$ cat src/rtl/ctrl_cmd_sequencer.sv
// rtl/ctrl_cmd_sequencer.sv - command packet sequencer with sequence numbering and retransmit
//
// Purpose: on start, reads a length-prefixed command image from the out-RAM,
// sends one UDP header plus a payload of {seq, image words} to the UDP/MAC
// stack, then waits for a reply carrying the same sequence number. The whole
// packet is retransmitted on timeout, up to MAX_RETRY times.
//
// Ports:
//   clk, rst                      clock, synchronous active-high reset
//   start, dest_sel               request pulse and destination index (sampled on start)
//   dest_ip_flat                  NUM_DEST packed 32-bit destination IPs
//   busy, done, err               status: busy span, completion pulse, result code
//   seq, retry_cnt, mismatch_cnt  sequence number, retransmissions, unmatched replies
//   ram_addr, ram_rdata           out-RAM read port (1-cycle read latency)
//   tx_udp_hdr_*, tx_ip_dest_ip   UDP header handshake and fields
//   tx_payload_*                  byte-wide payload stream
//   rx_reply_*                    reply strobe, reply sequence, constant ready
module ctrl_cmd_sequencer #(
  parameter int          RAM_ADDR_WIDTH = 10,
  parameter int          NUM_DEST       = 2,
  parameter int          DEST_SEL_WIDTH = 1,
  parameter int          TIMEOUT_CYCLES = 100000,
  parameter int          TIMEOUT_WIDTH  = 17,
  parameter int          MAX_RETRY      = 3,
  parameter logic [15:0] CTRL_UDP_PORT  = 16'h1234,
  parameter logic [15:0] SRC_UDP_PORT   = 16'h3456
) (
  input  logic                      clk,
  input  logic                      rst,
  input  logic                      start,
  input  logic [DEST_SEL_WIDTH-1:0] dest_sel,
  input  logic [32*NUM_DEST-1:0]    dest_ip_flat,
  output logic                      busy,
  output logic                      done,
  output logic [1:0]                err,
  output logic [15:0]               seq,
  output logic [1:0]                retry_cnt,
  output logic [RAM_ADDR_WIDTH-1:0] ram_addr,
  input  logic [15:0]               ram_rdata,
  output logic                      tx_udp_hdr_valid,
  input  logic                      tx_udp_hdr_ready,
  output logic [31:0]               tx_ip_dest_ip,
  output logic [15:0]               tx_udp_dest_port,
  output logic [15:0]               tx_udp_source_port,
  output logic [15:0]               tx_udp_length,
  output logic [7:0]                tx_payload_tdata,
  output logic                      tx_payload_tvalid,
  input  logic                      tx_payload_tready,
  output logic                      tx_payload_tlast,
  input  logic                      rx_reply_valid,
  input  logic [15:0]               rx_reply_seq,
  output logic                      rx_reply_ready,
  output logic [7:0]                mismatch_cnt
);

  localparam logic [15:0]              MAX_LEN      = 16'((1 << RAM_ADDR_WIDTH) - 1);
  localparam logic [TIMEOUT_WIDTH-1:0] TIMEOUT_LAST = TIMEOUT_WIDTH'(TIMEOUT_CYCLES - 1);

  typedef enum logic [2:0] {S_IDLE, S_LEN_RD, S_HDR, S_PAY, S_WAIT, S_FIN} state_t;

  state_t                      state, state_next;
  logic [15:0]                 seq_q, udp_len_q, word_buf;
  logic [1:0]                  retry_q, err_q;
  logic [7:0]                  mis_q;
  logic [TIMEOUT_WIDTH-1:0]    timer;
  logic [RAM_ADDR_WIDTH-1:0]   addr_q, len_q, word_idx;
  logic [31:0]                 dest_ip_q;
  logic                        len_phase, hi_byte;
  logic                        bad_dest, len_bad, last_byte, reply_hit, expire, retry_ok;

  always_comb begin
    state_next = state;
    bad_dest   = 32'(dest_sel) >= NUM_DEST;
    len_bad    = ram_rdata > MAX_LEN;
    last_byte  = !hi_byte && (word_idx == len_q);
    reply_hit  = rx_reply_valid && (rx_reply_seq == seq_q);
    expire     = (timer == TIMEOUT_LAST);
    retry_ok   = 32'(retry_q) < MAX_RETRY;

    busy               = (state != S_IDLE);
    done               = (state == S_FIN);
    tx_udp_hdr_valid   = (state == S_HDR);
    tx_ip_dest_ip      = '0;
    tx_udp_dest_port   = '0;
    tx_udp_source_port = '0;
    tx_udp_length      = '0;
    tx_payload_tvalid  = (state == S_PAY);
    tx_payload_tlast   = (state == S_PAY) && last_byte;
    tx_payload_tdata   = hi_byte ? word_buf[15:8] : word_buf[7:0];

    if (state == S_HDR) begin
      tx_ip_dest_ip      = dest_ip_q;
      tx_udp_dest_port   = CTRL_UDP_PORT;
      tx_udp_source_port = SRC_UDP_PORT;
      tx_udp_length      = udp_len_q;
    end

    case (state)
      S_IDLE:   if (start) state_next = bad_dest ? S_FIN : S_LEN_RD;
      S_LEN_RD: if (len_phase) state_next = len_bad ? S_FIN : S_HDR;
      S_HDR:    if (tx_udp_hdr_ready) state_next = S_PAY;
      S_PAY:    if (tx_payload_tready && last_byte) state_next = S_WAIT;
      S_WAIT: begin
        // A reply matching on the expiry cycle takes priority over the retry.
        if (reply_hit)   state_next = S_FIN;
        else if (expire) state_next = retry_ok ? S_LEN_RD : S_FIN;
      end
      S_FIN:    state_next = S_IDLE;
      default:  state_next = S_IDLE;
    endcase
  end

  always_ff @(posedge clk) begin
    if (rst) state <= S_IDLE;
    else     state <= state_next;
  end

  // RAM read data follows ram_addr one cycle later and stays put while the
  // address is held. The address always points one word ahead of word_buf,
  // and each word spends at least two cycles on the stream, so the next word
  // is on ram_rdata by the time the low byte is accepted, whatever tready does.
  always_ff @(posedge clk) begin
    if (rst) begin
      seq_q     <= '0;
      retry_q   <= '0;
      mis_q     <= '0;
      err_q     <= '0;
      timer     <= '0;
      addr_q    <= '0;
      len_phase <= 1'b0;
      len_q     <= '0;
      udp_len_q <= '0;
      dest_ip_q <= '0;
      word_buf  <= '0;
      hi_byte   <= 1'b0;
      word_idx  <= '0;
    end else begin
      case (state)
        S_IDLE: if (start) begin
          if (bad_dest) begin
            err_q <= 2'd3;
          end else begin
            err_q     <= 2'd0;
            seq_q     <= seq_q + 16'd1;
            retry_q   <= 2'd0;
            addr_q    <= '0;
            len_phase <= 1'b0;
            dest_ip_q <= dest_ip_flat[32*dest_sel +: 32];
          end
        end
        S_LEN_RD: begin
          // Phase 0 waits out the RAM latency for word 0 and starts the
          // fetch of word 1; phase 1 consumes the length word.
          if (!len_phase) begin
            len_phase <= 1'b1;
            addr_q    <= RAM_ADDR_WIDTH'(1);
          end else if (len_bad) begin
            err_q <= 2'd2;
          end else begin
            len_q     <= ram_rdata[RAM_ADDR_WIDTH-1:0];
            udp_len_q <= 16'd10 + {ram_rdata[14:0], 1'b0};
            word_buf  <= seq_q;
            hi_byte   <= 1'b1;
            word_idx  <= '0;
          end
        end
        S_PAY: if (tx_payload_tready) begin
          if (hi_byte) begin
            hi_byte <= 1'b0;
          end else if (last_byte) begin
            timer <= '0;
          end else begin
            hi_byte  <= 1'b1;
            word_buf <= ram_rdata;
            word_idx <= word_idx + RAM_ADDR_WIDTH'(1);
            addr_q   <= addr_q + RAM_ADDR_WIDTH'(1);
          end
        end
        S_WAIT: begin
          if (rx_reply_valid && !reply_hit && mis_q != 8'hFF) mis_q <= mis_q + 8'd1;
          if (!reply_hit) begin
            if (expire) begin
              if (retry_ok) begin
                retry_q   <= retry_q + 2'd1;
                addr_q    <= '0;
                len_phase <= 1'b0;
              end else begin
                err_q <= 2'd1;
              end
            end else begin
              timer <= timer + TIMEOUT_WIDTH'(1);
            end
          end
        end
        default: ;
      endcase
    end
  end

  assign err            = err_q;
  assign seq            = seq_q;
  assign retry_cnt      = retry_q;
  assign ram_addr       = addr_q;
  assign mismatch_cnt   = mis_q;
  assign rx_reply_ready = 1'b1;

endmodule

$ cat config.mk
export PLATFORM = sky130hd
export DESIGN_NAME = ctrl_cmd_sequencer
export DESIGN_NICKNAME = d
export VERILOG_FILES = /design/src/rtl/ctrl_cmd_sequencer.sv
export SDC_FILE = /design/constraint.sdc
export NUM_CORES = 1
export LEC_CHECK = 0
export ABC_CLOCK_PERIOD_IN_PS = 2900
export BUFFER_PORTS_ARGS = -buffer_cell sky130_fd_sc_hd__buf_2
export CAP_MARGIN = 10
export CORE_MARGIN = 2
export CORE_UTILIZATION = 52
export DETAILED_ROUTE_END_ITERATION = 8
export PLACE_DENSITY = 0.83
export SYNTH_ARGS = -nofsm -noshare
export SYNTH_HDL_FRONTEND = slang
export SYNTH_SLANG_ARGS = --single-unit
$ cat constraint.sdc
create_clock -name clk -period 2.9 [get_ports clk]
set_input_delay 0.725 -clock clk [delete_from_list [all_inputs] [get_ports clk]]
set_output_delay 0.725 -clock clk [all_outputs]
set_load 0.05 [all_outputs]
==> Yosys cells after proc, flatten, opt, wreduce, memory -nomap -nowiden <==
Cells that the tools add are included.
{ "totals": {"ff_bits": 144, "out_inout_bits": 132, "wordCells": 140} }
{ "op_classes": {"add_sub_neg": 7, "order_cmp": 2, "n_eq_ne": 26, "shifts": 1, "n_mux": 63, "n_bitwise": 1, "reduce_logical": 26} }
{ "ops": {"columns": ["operator", "count"], "rows": [
  ["2-to-1 mux 10 bit", 13],
  ["2-to-1 mux 16 bit", 6],
  ["2-to-1 mux 17 bit", 5],
  ["indexed part select 64 x 7 -> 32 bit", 1],
  ["one-hot mux 10 bit (4 select lines)", 1],
  ["one-hot mux 17 bit (2 select lines)", 1],
  ["2-to-1 mux 32 bit", 1],
  ["one-hot mux 16 bit (2 select lines)", 1],
  ["2-to-1 mux 3 bit", 8],
  ["!= test 2 bit (second input constant)", 12],
  ["adder 10 x 1 -> 10 bit (second input constant)", 2],
  ["one-hot mux 10 bit (2 select lines)", 1],
  ["2-to-1 mux 2 bit", 9],
  ["adder 17 x 1 -> 17 bit (second input constant)", 1],
  ["equality test 17 bit (second input constant)", 1],
  ["adder 16 x 1 -> 16 bit (second input constant)", 1],
  ["adder 4 x 16 -> 16 bit (first input constant)", 1],
  ["equality test 16 bit", 1],
  ["> comparator 16 x 10 -> 1 bit (second input constant)", 1],
  ["one-hot mux 3 bit (5 select lines)", 1],
  ["AND reduction 5 bit", 3],
  ["2-to-1 mux 14 bit", 1],
  ["2-to-1 mux 13 bit", 1],
  ["AND reduction 6 bit", 2],
  ["other kinds (28)", 51]
]} }

==> Depth between registers and ports, before layout <==
Gate-level depths: netlist (run 1).
{ "logic_depth": {"word_depth": 6, "ltp_mapped": 9, "mapped_depth_nobuf": 7} }

==> Worst setup path before layout (run 1) <==
Ideal clock, no wire load.
{ "synth_timing": {"path_type": "register -> output", "startpoint": "register state[1]", "endpoint": "output tx_udp_dest_port[12]", "arrival_ns": 2.914, "t_required_ns": 2.175, "path_slack_ns": -0.739, "path_stages_with_launch": 5, "n_path_buf": 2, "path_cell_list": "dfxtp_1 > buf_2 > clkinv_1 > nor3_1 > buf_4"} }
{ "synth_between": {"elab_chain_len": 2} }
{ "synth_rtl": {"columns": ["item", "line_no", "source"], "rows": [
  ["from (decl)", "61", "state_t state, state_next;"],
  ["from (signal assigned)", "115", "else state <= state_next;"],
  ["equality test 3 x 2 -> 1 bit", null, null],
  ["via tx_udp_hdr_valid", "40", "output logic tx_udp_hdr_valid,"],
  ["2-to-1 mux 13 bit", "91", "if (state == S_HDR) begin"],
  ["to (decl)", "43", "output logic [15:0] tx_udp_dest_port,"]
]} }
The timed path passes the listed nets, and every way through them passes these cells.

==> Worst setup path in the final report (run 1) <==
{ "layout_timing": {"startpoint": "register word_idx[3]", "endpoint": "output tx_payload_tlast"} }
{ "layout_between": {"elab_chain_len": 3} }
{ "layout_rtl": {"columns": ["item", "line_no", "source"], "rows": [
  ["from (decl)", "66", "logic [RAM_ADDR_WIDTH-1:0] addr_q, len_q, word_idx;"],
  ["from (signal assigned)", "175", "word_idx <= word_idx + RAM_ADDR_WIDTH'(1);"],
  ["equality test 10 bit", "75", "last_byte = !hi_byte && (word_idx == len_q);"],
  ["logical AND 1 bit", "75", null],
  ["logical AND 1 bit", "88", "tx_payload_tlast = (state == S_PAY) && last_byte;"],
  ["to (decl)", "49", "output logic tx_payload_tlast,"]
]} }
No other way between the ends.

==> impl_results.md, run 1 <==
* Status: complete, no violations
* Synthesis-to-layout area growth at 20.9%
* CP startpoint kind: flop
* Avg Synthesized Cell Area at about 8.4 um2
* Synth top area cells: dfxtp_1 37%, nor2_1 5.6%, and3_1 5.1%, mux2i_1 4.9%, nand2_1 4.2%
* Tmin final at 2.79 ns
* Post-synth top flop: dfxtp_1
* Fin Setup TNS at 0 ns
* Tot Pwr at 0.00554 W
* Initial detailed-routing violation count at approximately 760
* Synth top area share at 36.7%
* # H-tree levels at 4
* DR DRC count at 0
* Final hold vios at 0
* Number of flops mapped to enable cells by yosys at 0
* Crit. End Element: primary output
* Distinct cells, synth at 74
* Chip width at 127 um
* GPL Wtd Cong at approximately 0.9
* Pint at 0.00378 W
* PortBufs at 212
* Hold Path Stages at 1
* Worst-path fanout max at 4
* Max Freq at 359 MHz
* Cells after Synth at 929
* Clk pwr share at 38.9%
* All-Layer GR Usage at around a quarter
* Max incr delay on CP at around 0.44 ns
* Sequential Area at 0.00286 mm2
* Vias/cell at 5.75
* Worst skew pair latency at 0.43 ns
* Register area share after synthesis at 36.7%
* Post-synthesis cell area at 0.00781 mm2
* Number of global-route vias before repair at between 6000 and 7000
* GRT busiest layer: met2
* WS Path Type: flop to primary output
* WL per Instance at approximately 16 um
* Clock skew at 0.0122 ns
* Row cnt at 44
* # IOs at roughly 240
* Global-route wire length before repair at 34100 um
* Remaining Overflow, GRT at 0
* CP delay by family, top: simple AND/OR/NAND/NOR gates
* CP Buf/Inv Count at 1
* PwrDens at 587 mW/mm2
* Layout fillers at 1199
* Synthesis warning total at 0
* Met1 Use GR at 33.2%
* DR pass1 iterations at 5
* M3 GR Usage at under 10%
* Least-Margin Pin Slew at roughly 0.91 ns
* Most common cell after layout, fill and taps aside: buf_2
* Layout cells sized above 1 at 27.0%
* HP Class: flop to flop
* Initial antenna violation count at 1
* Final cycle utilization of the critical path at 96.1%
* Clk slew on worst S/H paths at 0.06 ns
* Commonest non-fill, non-tap cells in the layout: 210 x buf_2, 142 x dfxtp_1, 116 x nor2_1
* Layout Nets at approximately 1200
* Reg power frac at 39.6%
* # clock sinks at 143
* Crit. path cell count at 5
* Sw Share at 31.7%
* Synth area leader: dfxtp_1
* Clock buffer depth at 2
* Area of the multi-input gates at 0.00442 mm2
* Worst EP required at 2.17 ns
* Slowest library cell on the worst path: nor4_4
* TritonCTS clock tree: built
* Drt total wl at between 20000 and 25000 um
* DIE AREA at 0.0160 mm2
* Leak at 4.24 nW
* Largest net degree at the start of global routing at 90
* Post-synthesis register bit count at 143
* Vias post-DR at 7506
* Max_slew headroom at about 39%
* CTS buffer count at 17
* CP arrival at 2.06 ns
* RSZ-0062 raised after global routing: no
* Sw power at about 0.0018 W
* Clk Tree Root Cell: clkbuf_16
* DP HPWL at 15100 um
* Die Y at 127 um
* Core Area at 0.0146 mm2
* Antenna Nets Post-Route at 0
* FFs w/ async S/R, synth at 0%
* Combinational power share at 21.5%
* Reg2Reg Depth at 6
* CP Cell Sequence: xor2_1 > nor4_4 > nand4_2 > nor2_1 > buf_4
* # setup viols final at 0
* Max cap viols at 0
* Initial Util at 53.5%
* Fin. max-slew vios at 0
* Met2 Use GR at 42.8%
* N_diodes at 0
* Max VDD drop at 465 uV
==> routing by layer <==
layer | part of all wire (%) | wire length [um]
met5 | 0 | 0
met4 | 2.8 | 585
met2 | 48 | 10100
met1 | 41 | 8610
met3 | 8.2 | 1710
==> power groups by stage <==
| stage | logic [W] | clock network [W] | registers, W |
|---|---|---|---|
| after floorplan | 0.000816 | 0 | 0.00228 |
| after global placement | 0.00116 | 0 | 0.00223 |
| after detailed placement | 0.00118 | 0 | 0.00224 |
| after CTS | 0.00118 | 0.00216 | 0.00219 |
| after global routing | 0.00130 | 0.00226 | 0.00222 |
| final | 0.00119 | 0.00215 | 0.00220 |
==> what timing repair did <==
action                     in CTS  in global routing
hold buffers                    0                  0
setup endpoints to repair       0                  1
buffers inserted                0                  1
gates resized for setup         0                  2
==> sequential cells by signal, summed over array words and instances, names as in the netlist, 3 cells and up <==
| signal | flops |
|---|---|
| state | 3 |
| word_idx | 10 |
| timer | 17 |
| udp_len_q | 15 |
| seq | 16 |
| ram_addr | 10 |
| len_q | 10 |
| word_buf | 16 |
| mismatch_cnt | 8 |
| dest_ip_q | 32 |
==> Yosys cell counts (6+ instances only) <==
master    number
and2_1         8
dfxtp_1      143
o21ai_0       22
mux2i_1       38
xor2_1        29
and3_1        64
nand2_1       88
a21oi_1       44
clkbuf_1      42
ha_1           7
xnor2_1       32
nor3_1        16
buf_2          8
inv_1         10
a311oi_1      19
nor2_1       117
nor4_1         6
nand3_1       26
mux2_2         8
nand2b_1       8
nand4_1       13
buf_4         37
o31ai_1        6
a211oi_1      43
==> cell families (layout without fill, tap and decap cells) <==
family,count (synthesis),after routing,synth area share [%]
AND/OR/NAND/NOR,385,385,25.6
buffers and inverters,110,282,7.89
other,2,22,0.0962
AO/OA/AOI/OAI,175,175,15.8
multiplexers,46,46,6.03
flip-flops,143,143,36.7
adder cells (fa/ha/maj),7,7,1.12
XOR/XNOR,61,61,6.84
==> final cells by class <==
type | instances | share of cell area [%]
sequential | 143 | 30.4
timing repair buffer | 239 | 13.7
multi-input combinational | 696 | 46.9
clock inverter | 13 | 1.46
clock buffer | 18 | 4.65
tap | 184 | 2.44
inverter | 12 | 0.530
==> through the flow <==
| step | std cells | hold WS [ns] | util (%) | cell area, um2 | setup WS [ns] |
|---|---|---|---|---|---|
| floorplan | 949 | 0.421 | - | 7890 | 0.279 |
| global placement | 1273 | 0.434 | 60.7 | 8850 | 0.156 |
| detailed placement | 1273 | 0.438 | 60.7 | 8850 | 0.0912 |
| CTS | 1304 | 0.455 | 64.6 | 9430 | 0.0552 |
| global route | 1305 | 0.485 | 64.7 | 9440 | 0.0428 |
| finish | 1305 | 0.454 | 64.7 | 9440 | 0.112 |
==> path summary, 6_finish.rpt <==
| kind | startpoint | to | slack (ns) |
|---|---|---|---|
| max | word_idx[3] | tx_payload_tlast | 0.11 |
| min | udp_len_q[14] | udp_len_q[14] | 0.45 |
| max reg2reg | timer[0] | timer[8] | 0.35 |
| min reg2reg | udp_len_q[14] | udp_len_q[14] | 0.45 |
(Power assumes the default switching activity.)
==> inputs of run 2 (changes only) <==
- CTS_CLUSTER_SIZE: default -> 12
- REMOVE_ABC_BUFFERS: default -> 1
- SETUP_SLACK_MARGIN: default -> 0.4
==> run 2 against run 1 <==
  * Combinational power is 37% higher
  * Worst setup slack better by 0.24 ns
  * Wire length up 7.2%
  * Non-clock buffer count grew 21
  * Critical path depth is the same
  * Largest power group is now the clock network
  * Core utilization increased by 5.6 points
==> impl_results.md, run 2 (synthesis gave the netlist of run 1 again) <==
* Regs by FF count: dest_ip_q x32, timer x17
* Chip width at 127 um
* Number of global-route vias before repair at 7057
* Final cycle utilization of the critical path at between 80% and 90%
* Clock skew at 0.00919 ns
* Crit path capture: tx_payload_tlast
* Worst R2R Setup Slack at 0.40 ns
* Max_slew headroom at 38.0%
* Drt total wl at 22500 um
* Remaining Overflow, GRT at 0
* CP arrival at between 1.5 and 2 ns
* Reg power frac at 36.1%
* Layout cells sized above 1 at 31.2%
* Largest register FFs at 32
* M3 GR Usage at 6.66%
* Antenna Nets Post-Route at 0
* Worst r2r dst: timer[12]
* # setup viols final at 0
* DR pass1 iterations at 6
* Largest net degree at the start of global routing at 65
* CTS buffer count at 17
* Combinational power share at 26.7%
* Synthesis-to-layout area growth at 31.4%
* Initial antenna violation count at 1
* DP Area at 0.00882 mm2
* Max cap viols at 0
* Sw Share at 30.9%
* Critical R2R Launch: len_q[4]
* # IOs at roughly 240
* TritonCTS clock tree: built
* Max Freq at 392 MHz
* PortBufs at between 200 and 250
* Reg2Reg Depth at 10
* Commonest non-fill, non-tap cells in the layout: 148 x buf_2, 133 x dfxtp_1, 115 x nor2_1
* Vias/cell at 5.80
* All-Layer GR Usage at a little over a quarter
* HP Class: flop to flop
* Pint at 0.00421 W
* Row cnt at 44
* Core Area at 0.0146 mm2
* WL per Instance at 17.0 um
* Met2 Use GR at 45.2%
* CP Launch Point: len_q[4]
* RSZ-0062 raised after global routing: yes
* Worst EP required at roughly 2.2 ns
* Final hold vios at 0
* Worst-path fanout max at 2
* WS Path Type: flop to primary output
* Least-Margin Pin Slew at 0.930 ns
* Initial Util at 53.5%
* Clock buffer depth at 2
* GPL Wtd Cong at roughly 0.88
* # H-tree levels at 4
* Met1 Use GR at 31.9%
* Clk Tree Root Cell: clkbuf_16
* DP HPWL at 14700 um
* Die Y at about 130 um
* Global-route wire length before repair at approximately 35000 um
* Max VDD drop at 416 uV
* DIE AREA at 0.0160 mm2
* CP startpoint kind: flop
* Vias post-DR at 7695
* Leak at between 4 and 5 nW
* Sw power at approximately 0.0019 W
* Most common cell after layout, fill and taps aside: buf_2
* Hold path start: udp_len_q[2]
* Fin area at 0.0103 mm2
* Status: complete, no violations
* Crit. End Element: primary output
* CTS Hold Bufs at 0
* DR DRC count at 0
* # clock sinks at 143
* Final Hold Slack at 0.454 ns
* Initial detailed-routing violation count at 596
* GRT busiest layer: met2
* Tmin final at roughly 2.5 ns
* Layout Nets at 1240
* Largest reg by FF count: dest_ip_q
* PwrDens at 594 mW/mm2
* N_diodes at 0
* Clk pwr share at 37.1%
* Clk slew on worst S/H paths at ~0.06 ns
* Fin. max-slew vios at 0
* Worst skew pair latency at 0.42 ns
-- run 2: cell types whose count changed in the layout (fill, tap and decap cells not counted), sizes merged --
cell and delta:
clkbuf +7, buf +18, clkinv +1, clkinvlp -2, bufinv +1, inv -3
-- run 2: routing by layer --
layer,vias up,routed length [um]
met2,407,11100
met3,57,1990
met5,-,11
li1,3678,-
met4,2,540
met1,3551,8930
-- run 2: worst min path at each step --
| stage | to | slack, ns | cells after the start |
|---|---|---|---|
| 6_report | udp_len_q[2] | 0.45 | 2 |
| 3_3_place_gp | udp_len_q[12] | 0.44 | 1 |
| 5_1_grt | udp_len_q[2] | 0.47 | 2 |
| 2_1_floorplan | udp_len_q[12] | 0.42 | 1 |
| 4_1_cts | udp_len_q[2] | 0.45 | 2 |
| 3_5_place_dp | udp_len_q[14] | 0.44 | 1 |
-- run 2: metrics by stage --
stage                     cells  setup TNS (ns)  setup slack [ns]  utilization, %  power (W)
after floorplan             851         -179.89            -12.46               -    0.00299
after global placement     1269               0             0.266            60.4    0.00339
after detailed placement   1269               0             0.265            60.4    0.00341
after CTS                  1319               0             0.348            68.3    0.00595
after global routing       1327               0             0.280            70.3    0.00632
final                      1327               0             0.351            70.3    0.00609
-- run 2: what timing repair did --
item | 4_1_cts | 5_1_grt
setup buffers | 15 | 6
gates resized for setup | 107 | 49
pin swaps | 6 | 6
endpoints found under the setup margin | 65 | 41
cloned | 3 | 2
-- run 2: cell type report --
class,instances,area (um2)
Multi-Input combinational cell,696,4560
Fill cell,1076,4340
Sequential cell,143,2890
Timing Repair Buffer,260,1910
Clock buffer,22,474
Tap cell,184,230
Clock inverter,10,135
Inverter,12,58.8
-- run 2: critical path, stage by stage, from the launching register on --
cell	delay, ns
dfxtp_2	0.34
xor2_2	0.19
nor4_4	0.35
nand4_2	0.20
nor2_4	0.15
buf_6	0.17
-- run 2: power groups by stage --
| stage | logic, W | clock network (W) | registers [W] |
|---|---|---|---|
| after floorplan | 0.000696 | 0 | 0.00230 |
| final | 0.00163 | 0.00226 | 0.00220 |
| after detailed placement | 0.00118 | 0 | 0.00223 |
| after global placement | 0.00116 | 0 | 0.00223 |
| after global routing | 0.00173 | 0.00237 | 0.00222 |
| after CTS | 0.00148 | 0.00227 | 0.00220 |
